[src/rtl/gray_counter_n_if.sv]
// Handshake/data bundle for gray_counter_n: control inputs from the master,
// Gray/binary count and flags back from the counter.
interface gray_counter_n_if #(
  parameter int unsigned WIDTH = 4
);
  logic             en;
  logic             up;
  logic             load;
  logic [WIDTH-1:0] load_val;
  logic [WIDTH-1:0] out;
  logic [WIDTH-1:0] bin;
  logic             tc;
  logic             wrap;

  modport master (
    output en, up, load, load_val,
    input  out, bin, tc, wrap
  );

  modport slave (
    input  en, up, load, load_val,
    output out, bin, tc, wrap
  );
endinterface

[src/rtl/gray_counter_n.sv]
// Parametrised up/down Gray counter with load, binary readback and wrap/tc flags.
// Define GRAY_COUNTER_SAT_EN to saturate at the ends instead of wrapping.
module gray_counter_n #(
  parameter int unsigned WIDTH = 4
) (
  input  logic             clk,
  input  logic             rstn,
  gray_counter_n_if.slave  bus
);

  localparam logic [WIDTH-1:0] AllOnes = {WIDTH{1'b1}};
  localparam logic [WIDTH-1:0] One     = {{(WIDTH-1){1'b0}}, 1'b1};

  logic [WIDTH-1:0] bin_q, bin_d;
  logic [WIDTH-1:0] gray_q, gray_d;
  logic             wrap_q, wrap_d;
  logic             at_bound;

  // Boundary in the currently selected direction; doubles as tc.
  assign at_bound = bus.up ? (bin_q == AllOnes) : (bin_q == '0);

  always_comb begin
    bin_d  = bin_q;
    wrap_d = 1'b0;
    if (bus.load) begin
      bin_d = bus.load_val;
    end else if (bus.en) begin
`ifdef GRAY_COUNTER_SAT_EN
      if (!at_bound) begin
        bin_d = bus.up ? (bin_q + One) : (bin_q - One);
      end
`else
      bin_d  = bus.up ? (bin_q + One) : (bin_q - One);
      wrap_d = at_bound;
`endif
    end
    // Gray value is computed ahead and registered so out is a clean flop output.
    gray_d = bin_d ^ (bin_d >> 1);
  end

  always_ff @(posedge clk or negedge rstn) begin
    if (!rstn) begin
      bin_q  <= '0;
      gray_q <= '0;
      wrap_q <= 1'b0;
    end else begin
      bin_q  <= bin_d;
      gray_q <= gray_d;
      wrap_q <= wrap_d;
    end
  end

  assign bus.out  = gray_q;
  assign bus.bin  = bin_q;
  assign bus.tc   = at_bound;
  assign bus.wrap = wrap_q;

endmodule

[src/flat_wrapper.sv]
// flat-port wrapper written by rule: the top's interface ports become plain ports
module gray_counter_n_flat 
#(
  parameter int unsigned WIDTH = 4
)
  (clk, rstn, bus_en, bus_up, bus_load, bus_load_val, bus_out, bus_bin, bus_tc, bus_wrap);
  gray_counter_n_if #(.WIDTH(WIDTH)) bus_i ();
  input  logic clk;
  input  logic rstn;
  input wire logic [$bits(bus_i.en)-1:0] bus_en;
  input wire logic [$bits(bus_i.up)-1:0] bus_up;
  input wire logic [$bits(bus_i.load)-1:0] bus_load;
  input wire logic [$bits(bus_i.load_val)-1:0] bus_load_val;
  output wire logic [$bits(bus_i.out)-1:0] bus_out;
  output wire logic [$bits(bus_i.bin)-1:0] bus_bin;
  output wire logic [$bits(bus_i.tc)-1:0] bus_tc;
  output wire logic [$bits(bus_i.wrap)-1:0] bus_wrap;
  assign bus_i.en = bus_en;
  assign bus_i.up = bus_up;
  assign bus_i.load = bus_load;
  assign bus_i.load_val = bus_load_val;
  assign bus_out = bus_i.out;
  assign bus_bin = bus_i.bin;
  assign bus_tc = bus_i.tc;
  assign bus_wrap = bus_i.wrap;
  gray_counter_n #(.WIDTH(WIDTH)) u_core (.clk(clk), .rstn(rstn), .bus(bus_i));
endmodule
[config.mk]
export PLATFORM = sky130hd
export DESIGN_NAME = gray_counter_n_flat
export DESIGN_NICKNAME = d
export VERILOG_FILES = /design/src/rtl/gray_counter_n_if.sv /design/src/rtl/gray_counter_n.sv /design/src/flat_wrapper.sv
export SDC_FILE = /design/constraint.sdc
export NUM_CORES = 1
export LEC_CHECK = 0
export CAP_MARGIN = 20
export CORE_AREA = 3 3 40 42
export DETAILED_ROUTE_END_ITERATION = 16
export DIE_AREA = 0 0 43 45
export MAX_ROUTING_LAYER = met4
export PLACE_DENSITY = 0.66
export SYNTH_ARGS = -nofsm -noshare
export SYNTH_HDL_FRONTEND = slang
export SYNTH_SLANG_ARGS = --single-unit
[constraint.sdc]
create_clock -name clk -period 1.88 [get_ports clk]
set_clock_uncertainty 0.05 [all_clocks]
set_input_delay 0.282 -clock clk [delete_from_list [all_inputs] [get_ports clk]]
set_output_delay 0.282 -clock clk [all_outputs]
set_load 0.005 [all_outputs]
## Yosys cells after proc, flatten, opt, wreduce, memory -nomap -nowiden

Cells that the tools add are included.
Widths: inputs -> output; s select.

- $add $sub $neg: 2
- Eq/ne operators: 1
- Multiplexer cells: 6
- Bitwise operators: 1
- Reductions and logical operators: 1

Operator list:

| kind | count |
|---|---|
| $mux 4 | 3 |
| $add 4x1->4 const B | 1 |
| $eq 4x4->1 const B | 1 |
| $logic_not 4->1 | 1 |
| $sub 4x1->4 const B | 1 |
| $xor 4x3->4 | 1 |
| $mux 1 | 3 |

- Register bits: 9
- Output and inout port bits: 10
- Word-level logic and storage cells: 14

## Logic depth before layout (Yosys ltp)

- Depth in word-level cells: 5
- Depth in mapped cells: 6
- Gate-level depth less buffers: 6

## Worst setup path after synthesis

OpenSTA, ideal clock, no wires.

- Path type: register -> register
- From: reg u_core.bin_q[2], in the netlist u_core.bus.bin[2]
- To: reg u_core.gray_q[2], in the netlist u_core.bus.out[2]
- Arrival time: 1.506 ns
- Required time: 1.698 ns
- Slack: 0.192 ns
- Cell stages (with the launch flop): 6
- Buffers on the path: 0
- Clock period less this slack: 1.688 ns
- Path through: dfrtp_1 ha_1 a21oi_1 a211oi_1 or3_4 xor2_1

- Word-level cells in the longest chain between the ends: 5
- Elaborated cells on any way between the ends: 6
- Classes of those cells: add/sub: 2; mux: 3; bitwise: 1

RTL lines:

| element | RTL line | RTL |
|---|---|---|
| from (decl) | gray_counter_n.sv:14 | `logic [WIDTH-1:0] bin_q, bin_d;` |
| from (signal assigned) | gray_counter_n.sv:47 | `bin_q <= bin_d;` |
| $sub 4x1->4 or $add 4x1->4 (tied branches) | gray_counter_n.sv:33 | `bin_d = bus.up ? (bin_q + One) : (bin_q - One);` |
| $mux 4 * | gray_counter_n.sv:33 |  |
| $mux 4 * | gray_counter_n.sv:27 | `end else if (bus.en) begin` |
| $mux 4 * | gray_counter_n.sv:25 | `if (bus.load) begin` |
| net u_core.bin_d[3] | gray_counter_n.sv:14 |  |
| $xor 4x3->4 * | gray_counter_n.sv:38 | `gray_d = bin_d ^ (bin_d >> 1);` |
| net u_core.gray_d[2] | gray_counter_n.sv:15 | `logic [WIDTH-1:0] gray_q, gray_d;` |
| to (signal assigned) | gray_counter_n.sv:48 | `gray_q <= gray_d;` |
| to (decl) | gray_counter_n.sv:15 |  |

The timed path passes the listed nets; every way through them passes the cells marked *.

## Final worst setup path

Ends and elaborated chain as after synthesis.

==> results.py <==
metrics = {
    "floorplan": {
        "ios": 19,
        "die_w_um": 43,
        "start_util": 0.353,
        "num_rows": 13,
        "die_area_mm2": 0.00194,
        "core_area_mm2": 0.00128,
        "dieHeight_um": 45,
    },
    "worst_setup_path": {
        "rrSetupSlack_ps": 90,
        "worst_ep_required_time_ps": 1970,
        "critical_path.startpoint": "u_core.bus.bin[2]$_DFF_PN0_",
        "reg2reg_to": "u_core.bus.out[2]$_DFF_PN0_",
        "cp-end-kind": "flop",
        "worstPathMaxFanout": 3,
        "cp.arrival_ps": 1880,
        "cp-start-kind": "flop",
        "criticalPathCategory": "flop to flop",
        "endpoint": "u_core.bus.out[2]$_DFF_PN0_",
        "r2r_start": "u_core.bus.bin[2]$_DFF_PN0_",
        "r2r_cells": 6,
    },
    "placed_design": {
        "hpwl_um": 803,
        "gp_congestion": 0.737,
        "numPortBuffers": 18,
    },
    "logic_synthesis": {
        "yosysUniqueCellTypes": 22,
        "yosysSeqAreaShare": 0.441,
        "synth-compound-area-share": 0.0909,
        "synth_fp_nets": 54,
        "synth-xor-area-share": 0.116,
        "synthSimpleGateAreaFrac": 0.160,
        "muxShareOfSynthArea": 0.0441,
        "synth_top_family_by_area": "simple AND/OR/NAND/NOR gates",
        "syn_area_um2": 454,
        "synth_area_per_cell_um2": 10.8,
        "synthAdderAreaFrac": 0.0992,
        "ys_ff_latch": 8,
        "yosysWarnings": 0,
        "postSynthCellCount": 42,
    },
    "routing": {
        "drc": 0,
        "wl_met1_um": 475,
        "drt_iter0_drc": 11,
        "ant_nets": 0,
        "wl_um": 1010,
        "vias": 400,
        "viasPerCell": 4.65,
        "drt_pass1_iterations": 4,
        "wl_met3_um": 92,
        "top_layer_used": "met3",
        "avgRoutedWirePerCell_um": 11.8,
        "met2RoutedLength_um": 444,
    },
    "pwr": {
        "p_leak_nw": 0.342,
        "power_density_mw_per_mm2": 822,
        "vdd_drop_max_mv": 0.645,
    },
    "worst_hold_path": {
        "hp-class": "input pin to async pin",
    },
    "sta": {
        "rsz0062_at_grt": "no",
        "whs_ps": 250,
        "fin_crit_sh": 0.953,
        "max_slew_margin": 0.771,
        "finalHoldViolations": 0,
        "setup_viol": 0,
        "slew_violations": 0,
        "max_clock_freq_ghz": 0.558,
        "worstMarginPinSlew_ps": 342,
        "period_minus_slack_ps": 1790,
    },
    "clock_tree": {
        "clock_latency_ps": 250,
        "htree_levels": 1,
        "hold_buffers": 0,
        "root_buffer": "clkbuf_4",
        "cts.sinks": 8,
        "cts_buffers": 3,
        "path_clk_slew_ps": 50,
        "clock_path_buffers": 2,
        "cts_tree": "yes",
        "post_cts_buffers": 0,
    },
    "final_layout": {
        "layout-area-overhead-vs-synth_pct": 65.8,
        "nNetsFinal": 85,
        "drive_gt1_frac": 0.268,
        "n_fill_cell": 135,
        "diodes": 0,
        "fin_util": 0.586,
    },
    "global_routing": {
        "globalRouteTotalUtil": 0.122,
        "grt_pass1_vias": 407,
        "grt_overflow": 0,
        "antenna_found_initial": 0,
        "grt_pass1_wl_um": 1670,
        "grt_max_degree": 9,
    },
    "run_status": {
        "status": "complete, no violations",
    },
    "flow_run": {
        "maxCapViolations": 0,
    },
}
## worst min path at each step
stage,start,endpoint,slack (ps),cells past startpoint
after CTS,rstn,u_core.bus.wrap$_DFF_PN0_,260,1
after global routing,rstn,u_core.bus.wrap$_DFF_PN0_,270,1
after global placement,rstn,u_core.bus.out[2]$_DFF_PN0_,520,1
final,rstn,u_core.bus.wrap$_DFF_PN0_,250,1
after detailed placement,rstn,u_core.bus.wrap$_DFF_PN0_,520,1
after floorplan,rstn,u_core.bus.bin[0]$_DFF_PN0_,-60,0
## cell usage after synthesis, drive strengths merged
cell / count / area share
nor2: 2 / 0.017
and3: 1 / 0.014
nor2b: 1 / 0.014
a21oi: 2 / 0.022
nand2: 2 / 0.017
and4b: 1 / 0.022
fa: 1 / 0.044
inv: 2 / 0.017
dfrtp: 8 / 0.44
mux2i: 2 / 0.044
buf: 2 / 0.033
or3: 1 / 0.025
ha: 2 / 0.055
xnor2: 4 / 0.077
a22o: 1 / 0.019
nand3: 2 / 0.022
a211oi: 1 / 0.017
nand2b: 1 / 0.014
xor2: 2 / 0.039
or4: 1 / 0.017
o21ai: 3 / 0.033
## critical path: stages, from the launching register on
cell and delay [ps]:
dfrtp_1 390, buf_4 150, ha_4 270, nand3_1 90
and4b_1 180, or3_4 380, xor2_1 150
## final cells by class
class                      count  area, um2  area share
multi-input combinational     30        255       0.339
inverter                       2       7.51     0.00997
timing repair buffer          28        249       0.331
clock buffer                   3       22.5      0.0299
tap                           15       18.8      0.0249
sequential                     8        200       0.266
## flip-flops by register name, summed over array words and instances, names as in the netlist
signal	flops
u_core.bus.bin	4
u_core.bus.out	3
u_core.bus.wrap	1
## repair_timing
action	4_1_cts	5_1_grt
endpoints found under the setup margin	2	2
gates cloned	0	0
resized for setup	4	5
pin swaps	1	1
## through the flow
stage / area, um2 / TNS (ps) / power [mW] / instances / worst slack [ps]
after floorplan: 454 / 0 / 0.330 / 42 / 192
after global placement: 713 / -1310 / 0.479 / 83 / -361
after detailed placement: 713 / -1440 / 0.483 / 83 / -380
after CTS: 736 / 0 / 0.609 / 86 / 13.8
after global routing: 753 / 0 / 0.663 / 86 / 13.9
final: 753 / 0 / 0.619 / 86 / 89.2
## power breakdown
part / internal, mW / switching [mW] / leakage (nW)
clock network: 0.0728 / 0.0549 / 0.0138
logic: 0.168 / 0.0963 / 0.230
registers: 0.206 / 0.0210 / 0.0972
## logic make-up (layout without fill, tap and decap cells)
kind of cell               count (synthesis)  count (layout)
xor gates and xnor gates                   6               6
DFF                                        8               8
buffers and inverters                      4              33
adders and majority gates                  3               3
muxes                                      2               2
AOI/OAI and AO/OA                          7               7
and+or+nand+nor                           12              12
## metal layers
layer / track usage / up-vias
li1: - / 204
met1: 0.130 / 179
met2: 0.195 / 17
met3: 0.0677 / 0
met4: 0.0361 / 0
met5: - / -
## cell usage in the layout, fill, tap and decap left out, drive strengths merged
cell type,netlist,routed
clkdlybuf4s50,0,16
buf,2,11
dfrtp,8,8
xnor2,4,4
clkbuf,0,3
o21ai,3,3
inv,2,2
xor2,2,2
mux2i,2,2
nand2,2,2
nor2,2,2
nand3,2,2
a21oi,2,2
ha,2,2
nand2b,1,1
a211oi,1,1
and4b,1,1
a22o,1,1
or3,1,1
or4,1,1
and3,1,1
nor2b,1,1
fa,1,1
dlygate4sd2,0,1
No activity file was read; power rests on OpenSTA's default activity.
